`config.mk`:
```
export PLATFORM = sky130hd
export DESIGN_NAME = serial_adder_ctrl
export DESIGN_NICKNAME = d
export VERILOG_FILES = /design/src/rtl/serial_adder_ctrl.sv
export SDC_FILE = /design/constraint.sdc
export NUM_CORES = 1
export LEC_CHECK = 0
export CAP_MARGIN = 10
export CORE_MARGIN = 5
export CORE_UTILIZATION = 40
export DETAILED_ROUTE_END_ITERATION = 10
export PLACE_DENSITY = 0.67
export REMOVE_ABC_BUFFERS = 1
export SYNTH_ARGS = -nofsm -noshare
export SYNTH_HDL_FRONTEND = slang
export SYNTH_SLANG_ARGS = --single-unit
```
`constraint.sdc`:
```
create_clock -name clk -period 3.6 [get_ports clk]
set_input_delay 0.36 -clock clk [delete_from_list [all_inputs] [get_ports clk]]
set_output_delay 0.36 -clock clk [all_outputs]
set_load 0.03 [all_outputs]
```
`src/rtl/serial_adder_ctrl.sv`:
```
// Bit-serial adder: one full-adder cell walks the operands LSB first, one bit per clock.
// Optional subtract mode is enabled by defining SERIAL_ADDER_SUB_EN (adds the `sub` input).
module serial_adder_ctrl #(
  parameter int WIDTH = 8
) (
  input  logic             clk,
  input  logic             rst,
  input  logic             start,
  input  logic [WIDTH-1:0] op_a,
  input  logic [WIDTH-1:0] op_b,
  input  logic             cin,
`ifdef SERIAL_ADDER_SUB_EN
  input  logic             sub,
`endif
  output logic             busy,
  output logic             done,
  output logic [WIDTH-1:0] sum,
  output logic             cout
);

  localparam int CW = (WIDTH > 2) ? $clog2(WIDTH) : 1;

  localparam logic [1:0] ST_IDLE = 2'd0;
  localparam logic [1:0] ST_RUN  = 2'd1;
  localparam logic [1:0] ST_DONE = 2'd2;

  logic [1:0]       state_q, state_d;
  logic [CW-1:0]    cnt_q, cnt_d;
  logic [WIDTH-1:0] a_q, a_d;
  logic [WIDTH-1:0] b_q, b_d;
  logic             carry_q, carry_d;
  logic [WIDTH-1:0] sum_q, sum_d;
  logic             cout_q, cout_d;

  logic bit_a, bit_b, fa_sum, fa_carry;
  logic [WIDTH-1:0] b_load;
  logic             carry_load;

  // Subtraction is folded into the operand latch: store ~op_b and seed the carry with 1.
`ifdef SERIAL_ADDER_SUB_EN
  assign b_load     = sub ? ~op_b : op_b;
  assign carry_load = sub ? 1'b1 : cin;
`else
  assign b_load     = op_b;
  assign carry_load = cin;
`endif

  // The single full-adder cell, shared by every bit position.
  always_comb begin
    bit_a    = a_q[cnt_q];
    bit_b    = b_q[cnt_q];
    fa_sum   = bit_a ^ bit_b ^ carry_q;
    fa_carry = (bit_a & bit_b) | (bit_b & carry_q) | (bit_a & carry_q);
  end

  always_comb begin
    state_d = state_q;
    cnt_d   = cnt_q;
    a_d     = a_q;
    b_d     = b_q;
    carry_d = carry_q;
    sum_d   = sum_q;
    cout_d  = cout_q;
    case (state_q)
      ST_IDLE: begin
        if (start) begin
          a_d     = op_a;
          b_d     = b_load;
          carry_d = carry_load;
          cnt_d   = '0;
          sum_d   = '0;
          cout_d  = 1'b0;
          state_d = ST_RUN;
        end
      end
      ST_RUN: begin
        sum_d[cnt_q] = fa_sum;
        carry_d      = fa_carry;
        cnt_d        = cnt_q + CW'(1);
        if (cnt_q == CW'(WIDTH - 1)) begin
          cout_d  = fa_carry;
          state_d = ST_DONE;
        end
      end
      ST_DONE: begin
        state_d = ST_IDLE;
      end
      default: begin
        state_d = ST_IDLE;
      end
    endcase
  end

  always_ff @(posedge clk) begin
    if (rst) begin
      state_q <= ST_IDLE;
      cnt_q   <= '0;
      a_q     <= '0;
      b_q     <= '0;
      carry_q <= 1'b0;
      sum_q   <= '0;
      cout_q  <= 1'b0;
    end else begin
      state_q <= state_d;
      cnt_q   <= cnt_d;
      a_q     <= a_d;
      b_q     <= b_d;
      carry_q <= carry_d;
      sum_q   <= sum_d;
      cout_q  <= cout_d;
    end
  end

  assign busy = (state_q == ST_RUN);
  assign done = (state_q == ST_DONE);
  assign sum  = sum_q;
  assign cout = cout_q;

endmodule

```
==> results of run 1 <==
## through the flow
stage	cells	total power [mW]	setup slack [ns]	cell area, sq um
after floorplan	149	0.440	1.10	1380
after global placement	228	0.483	0.949	1750
after detailed placement	228	0.486	0.872	1750
after CTS	236	0.750	0.852	1830
after global routing	236	0.782	0.641	1830
final	236	0.738	0.862	1830
## registers in the layout, indices dropped and copies added, names as in the netlist
name     flops
b_q          8
carry_q      1
state_q      2
a_q          8
cnt_q        3
cout         1
sum          8
## worst max path at each step
stage	startpoint	endpoint	slack, ns
4_1_cts	cnt_q[0]	sum[4]	0.85
5_1_grt	cnt_q[0]	sum[4]	0.64
3_3_place_gp	cnt_q[0]	sum[4]	0.95
3_5_place_dp	cnt_q[0]	sum[0]	0.87
6_report	cnt_q[0]	sum[4]	0.86
2_1_floorplan	cnt_q[0]	sum[4]	1.10
## cells in the final DEF (no fill, tap or decap), types with 4 or more instances in the layout
master / Yosys / final
nand2_1: 38 / 38
nor4_1: 4 / 4
a31o_2: 7 / 7
clkbuf_8: 0 / 5
a21oi_1: 19 / 19
clkdlybuf4s50_1: 0 / 30
dfxtp_1: 31 / 31
nor3_1: 4 / 4
nor2_1: 7 / 7
nand3_1: 6 / 6
mux4_2: 4 / 4
## cell type report
type | count | area, sq um
fill | 358 | 1780
multi-input combinational | 116 | 747
sequential | 31 | 621
timing repair buffer | 31 | 308
clock buffer | 5 | 68.8
tap | 48 | 60.1
clock inverter | 3 | 15.0
inverter | 2 | 10.0
## logic make-up after synthesis
logic type               synth area share, %
AO/OA/AOI/OAI                           13.8
multiplexers                            7.47
AND/OR/NAND/NOR                         26.4
buffers and inverters                   7.22
adder cells (fa/ha/maj)                 3.06
flip-flops                              42.1
## per-layer routing
layer | global-route usage (%) | wire length, microns
met5 | 0 | 0
met4 | 5.01 | 48
met3 | 5.82 | 185
met2 | 21.4 | 1400
met1 | 14.7 | 1330
## report_power, final
part	switching (mW)	leakage, nW	internal, mW
clock network	0.129	0.0477	0.132
registers	0.0162	0.253	0.359
logic	0.0507	0.343	0.0517
total	0.196	0.644	0.542
## worst max-delay path: stages, from the launching register on
cell	delay (ns)
dfxtp_1	0.73
mux4_2	0.58
mux2i_1	0.20
fa_1	0.43
or2_1	0.33
nor4_1	0.27
a31o_2	0.14
==> qor.yml, run 1 <==
run_status:
  status: "complete, no violations"
die:
  die_area_sq_mm: 0.00500
  die_w_microns: 70.7
  die_y_microns: 70.7
  start_util_pct: 40.9
  core_area_sq_mm: 0.00361
  row_count: 22
  num_io_pins: 31
route:
  routed_wirelength_microns: 2970
  via_count: 1174
  drt_iter0_drc: 81
  ant_nets: 0
  firstDrtPassIters: 4
  via_per_inst: 4.97
  wl_per_cell_microns: 12.6
  drc: 0
sta:
  period_share_pct: 76.1
  finalClockSkew_ns: 0.00774
  rsz0062_at_grt: "no"
  post-route-min-period_ns: 2.74
  max_slew_margin_pct: 52.1
  hold_ws_ns: 0.454
  fmax_ghz: 0.365
  slew_viol_final: 0
  tightest_slew_ns: 0.718
  finalSetupViolations: 0
  finalHoldViolations: 0
  finalSetupTns_ns: 0
hold_path:
  whs_path_depth: 2
  min-delay-start: "b_q[0]"
  hold_end: "b_q[0]"
  min_path_type: "reg -> reg"
clock_network:
  clock_sinks: 31
  cts-resized-gates: 0
  cts_tree: "done"
  cts_buffer_depth: 2
  cts-root-buf: "clkbuf_8"
  holdBufCountCts: 0
  post_cts_buffers: 0
  cts_inserted_buffers: 5
  h-tree-depth: 2
  clk_pin_slew_ns: 0.07
  clk_latency_ns: 0.29
synthesis:
  synthTopCellsByArea: "dfxtp_1 42%, nand2_1 9.7%, a21oi_1 6.5%"
  seq_area_frac_synth_pct: 42.1
  yosys.area.top_type_share_pct: 42.1
  syn-cell-area_sq_mm: 0.00147
  synth_most_common_cell: "nand2_1"
  synth-edff-count: 0
  ys_warn_count: 0
  synth_flop_cell: "dfxtp_1"
  async_flop_share_pct: 0
  synth.ff_latch_count: 31
  synth_cell_types: 34
  synth_cells: 163
  synth.avg_cell_area_sq_um: 9.04
  post-synth-top-area-cell: "dfxtp_1"
  synth_common_cells: "38 x nand2_1, 31 x dfxtp_1, 19 x a21oi_1"
global_routing:
  antenna_found_initial: 0
  grt_pass1_vias: 1180
  grt_overflow: 0
  grt_pass1_wl_microns: 5090
  grtUsageTotal_pct: 13.0
  grt_max_degree: 27
placed_design:
  detailed_place_hpwl_microns: 2110
  gp_congestion: 0.781
  io_buffers: 30
final_layout:
  diodes: 0
  area_delta_synth_final_pct: 24.1
  drive_gt1_share_pct: 14.4
  nets: 210
  finalCoreUtilization_pct: 50.7
power:
  p_leak_nw: 0.644
  ir_drop_mv: 0.194
  p_per_area_mw_per_mm2: 403
critical_path:
  r2r_cells: 6
  r2r_slack_ns: 0.86
  regToRegStartpoint: "cnt_q[0]"
  crit_required_ns: 3.84
  worst_setup_path_end_kind: "register"
  cp_max_fo: 16
  crit_path_start_kind: "register"
  arrival_ns: 2.98
  path_class: "reg -> reg"
  rr_endpoint: "sum[4]"
run:
  maxCapViolations: 0
Power figures use the tool's default switching activity.
==> run 2: changes to the inputs <==
==> constraint.sdc (replaced) <==
create_clock -name clk -period 2.58 [get_ports clk]
set_input_delay 0.258 -clock clk [delete_from_list [all_inputs] [get_ports clk]]
set_output_delay 0.258 -clock clk [all_outputs]
set_load 0.03 [all_outputs]
==> qor.yml, run 2 (synthesis gave the netlist of run 1 again) <==
critical_path:
  endpoint: "sum[4]"  # unchanged
  cp_max_fo: 8  # was 16
  worst_setup_path_end_kind: "register"  # unchanged
  path_buf_inv: 0  # unchanged
  rr_endpoint: "sum[4]"  # unchanged
  slowest_delay_ns: 0.51  # was 0.73 ns
  worst-path-stages: 6  # unchanged
  path_cells: "mux4_2, mux2i_1, fa_1, or2_1, nor4_1, a31o_2"  # unchanged
  crit_required_ns: 2.80  # was 3.84 ns
  slowest_stage: "mux4_2"  # was dfxtp_1
  r2r_cells: 6  # unchanged
  regToRegStartpoint: "cnt_q[0]"  # unchanged
  arrival_ns: 2.56  # was 2.98 ns
  crit_path_start_kind: "register"  # unchanged
  r2r_slack_ns: 0.24  # was 0.86 ns
  critPathLaunch: "cnt_q[0]"  # unchanged
  path_delay_family: "multiplexers"  # unchanged
  path_class: "reg -> reg"  # unchanged
sta:
  max_slew_margin_pct: 69.8  # was 52.1%
  post-route-min-period_ns: 2.34  # was 2.74 ns
  fmax_ghz: 0.427  # was 0.365 GHz
  finalHoldViolations: 0  # unchanged
  finalSetupViolations: 0  # unchanged
  slew_viol_final: 0  # unchanged
  period_share_pct: 90.8  # was 76.1%
  tightest_slew_ns: 0.452  # was 0.718 ns
  finalSetupTns_ns: 0  # unchanged
  finalClockSkew_ns: 0.00355  # was 0.00774 ns
  hold_ws_ns: 0.456  # was 0.454 ns
  rsz0062_at_grt: "no"  # unchanged
global_routing:
  grt_pass1_vias: 1234  # was 1,180
  antenna_found_initial: 0  # unchanged
  grt_pass1_wl_microns: 5270  # was 5090 microns
  grt_overflow: 0  # unchanged
  grt_max_degree: 26  # was 27
  grtUsageTotal_pct: 13.1  # was 13.0%
final_layout:
  area_delta_synth_final_pct: 26.8  # was 24.1%
  layout_common_cells: "38 x nand2_1, 30 x dfxtp_1, 30 x clkdlybuf4s50_1"  # was 38 x nand2_1, 31 x dfxtp_1, 30 x clkdlybuf4s50_1
  stdcell_count: 239  # was 236
  final_common_cell: "nand2_1"  # unchanged
  final_cell_area_sq_mm: 0.00187  # was 0.00183 sq mm
  drive_gt1_share_pct: 15.7  # was 14.4%
  diodes: 0  # unchanged
  fillCellCount: 342  # was 358
  nets: 213  # was 210
hold_path:
  min_path_type: "reg -> reg"  # unchanged
route:
  dr_wl_met3_microns: 182  # was 185 microns
  drt_iter0_drc: 103  # was 81
  wl_per_cell_microns: 13.1  # was 12.6 microns
  wl_met2_microns: 1550  # was 1400 microns
  via_per_inst: 5.11  # was 4.97
  routed_wirelength_microns: 3130  # was 2970 microns
  firstDrtPassIters: 4  # unchanged
  dr.max_layer_used: "met4"  # unchanged
  via_count: 1221  # was 1,174
  ant_nets: 0  # unchanged
  drc: 0  # unchanged
  wl_met1_microns: 1360  # was 1330 microns
die:
  die_area_sq_mm: 0.00500  # unchanged
  die_y_microns: 70.7  # unchanged
  die_w_microns: 70.7  # unchanged
  start_util_pct: 40.9  # unchanged
  core_area_sq_mm: 0.00361  # unchanged
  num_io_pins: 31  # unchanged
  row_count: 22  # unchanged
clock_network:
  holdBufCountCts: 0  # unchanged
  clk_pin_slew_ns: 0.06  # was 0.07 ns
  h-tree-depth: 2  # unchanged
  cts_inserted_buffers: 5  # unchanged
  clock_sinks: 31  # unchanged
  cts-root-buf: "clkbuf_8"  # unchanged
  cts_buffer_depth: 2  # unchanged
  clk_latency_ns: 0.28  # was 0.29 ns
  cts_tree: "done"  # unchanged
placed_design:
  io_buffers: 30  # unchanged
  placed_cell_area_sq_mm: 0.00177  # was 0.00175 sq mm
  gp_congestion: 0.746  # was 0.781
  dp_cells: 231  # was 228
  detailed_place_hpwl_microns: 2300  # was 2110 microns
run_status:
  status: "complete, no violations"  # unchanged
power:
  p_clk_share_pct: 38.0  # was 35.3%
  p_leak_nw: 0.664  # was 0.644 nW
  power.internal_mw: 0.819  # was 0.542 mW
  power.switching_mw: 0.264  # was 0.196 mW
  ir_drop_mv: 0.307  # was 0.194 mV
  comb_power_share_pct: 14.1  # was 13.9%
  pwr-share-seq_pct: 47.9  # was 50.8%
  p_per_area_mw_per_mm2: 580  # was 403 mW/mm^2
  p_sw_share_pct: 24.4  # was 26.5%
run:
  maxCapViolations: 0  # unchanged
run 2: final cells by class:
class | count | area [sq um] | area share [%]
multi-input combinational | 116 | 747 | 40.0
sequential | 31 | 622 | 33.3
timing repair buffer | 34 | 330 | 17.7
clock buffer | 8 | 100 | 5.35
tap | 48 | 60.1 | 3.21
inverter | 2 | 10.0 | 0.535
run 2: through the flow:
step / util [%] / power [mW] / setup slack, ns
after detailed placement: 49.0 / 0.684 / 0.125
after CTS: 51.8 / 1.10 / 0.109
after floorplan: - / 0.614 / 0.0764
after global routing: 51.8 / 1.14 / 0.0134
after global placement: 49.0 / 0.679 / 0.198
final: 51.8 / 1.08 / 0.237
run 2: metal layers:
metal,vias to the layer above,GRT usage (%)
met5,-,0
met4,0,5.01
met3,3,3.98
met2,34,22.8
met1,563,15.1
li1,621,-
run 2: what timing repair did:
action                                  in CTS  in global routing
gates resized for setup                      0                  1
endpoints found under the setup margin       0                  6
setup buffers                                0                  0
run 2: how the worst min path moves through the flow:
| stage | depth (start not counted) | startpoint | slack, ns | to |
|---|---|---|---|---|
| 2_1_floorplan | 1 | rst | 0.33 | a_q[0] |
| 3_3_place_gp | 2 | a_q[0] | 0.44 | a_q[0] |
| 3_5_place_dp | 2 | a_q[4] | 0.45 | a_q[4] |
| 4_1_cts | 2 | a_q[4] | 0.46 | a_q[4] |
| 5_1_grt | 2 | b_q[1] | 0.47 | b_q[1] |
| 6_report | 2 | a_q[1] | 0.46 | a_q[1] |
run 2: worst reg2reg max path, cell delays in order, from the launching register on:
cell     delay (ns)
dfxtp_2        0.41
mux4_2         0.51
mux2i_1        0.20
fa_1           0.43
or2_1          0.34
nor4_1         0.26
a31o_2         0.14
run 2: power groups by stage:
stage          Combinational, mW  Clock [mW]  Sequential [mW]
6_report                   0.153       0.411            0.520
3_5_place_dp               0.154           0            0.530
4_1_cts                    0.154       0.423            0.519
3_3_place_gp               0.150           0            0.529
5_1_grt                    0.168       0.445            0.523
2_1_floorplan             0.0830           0            0.531
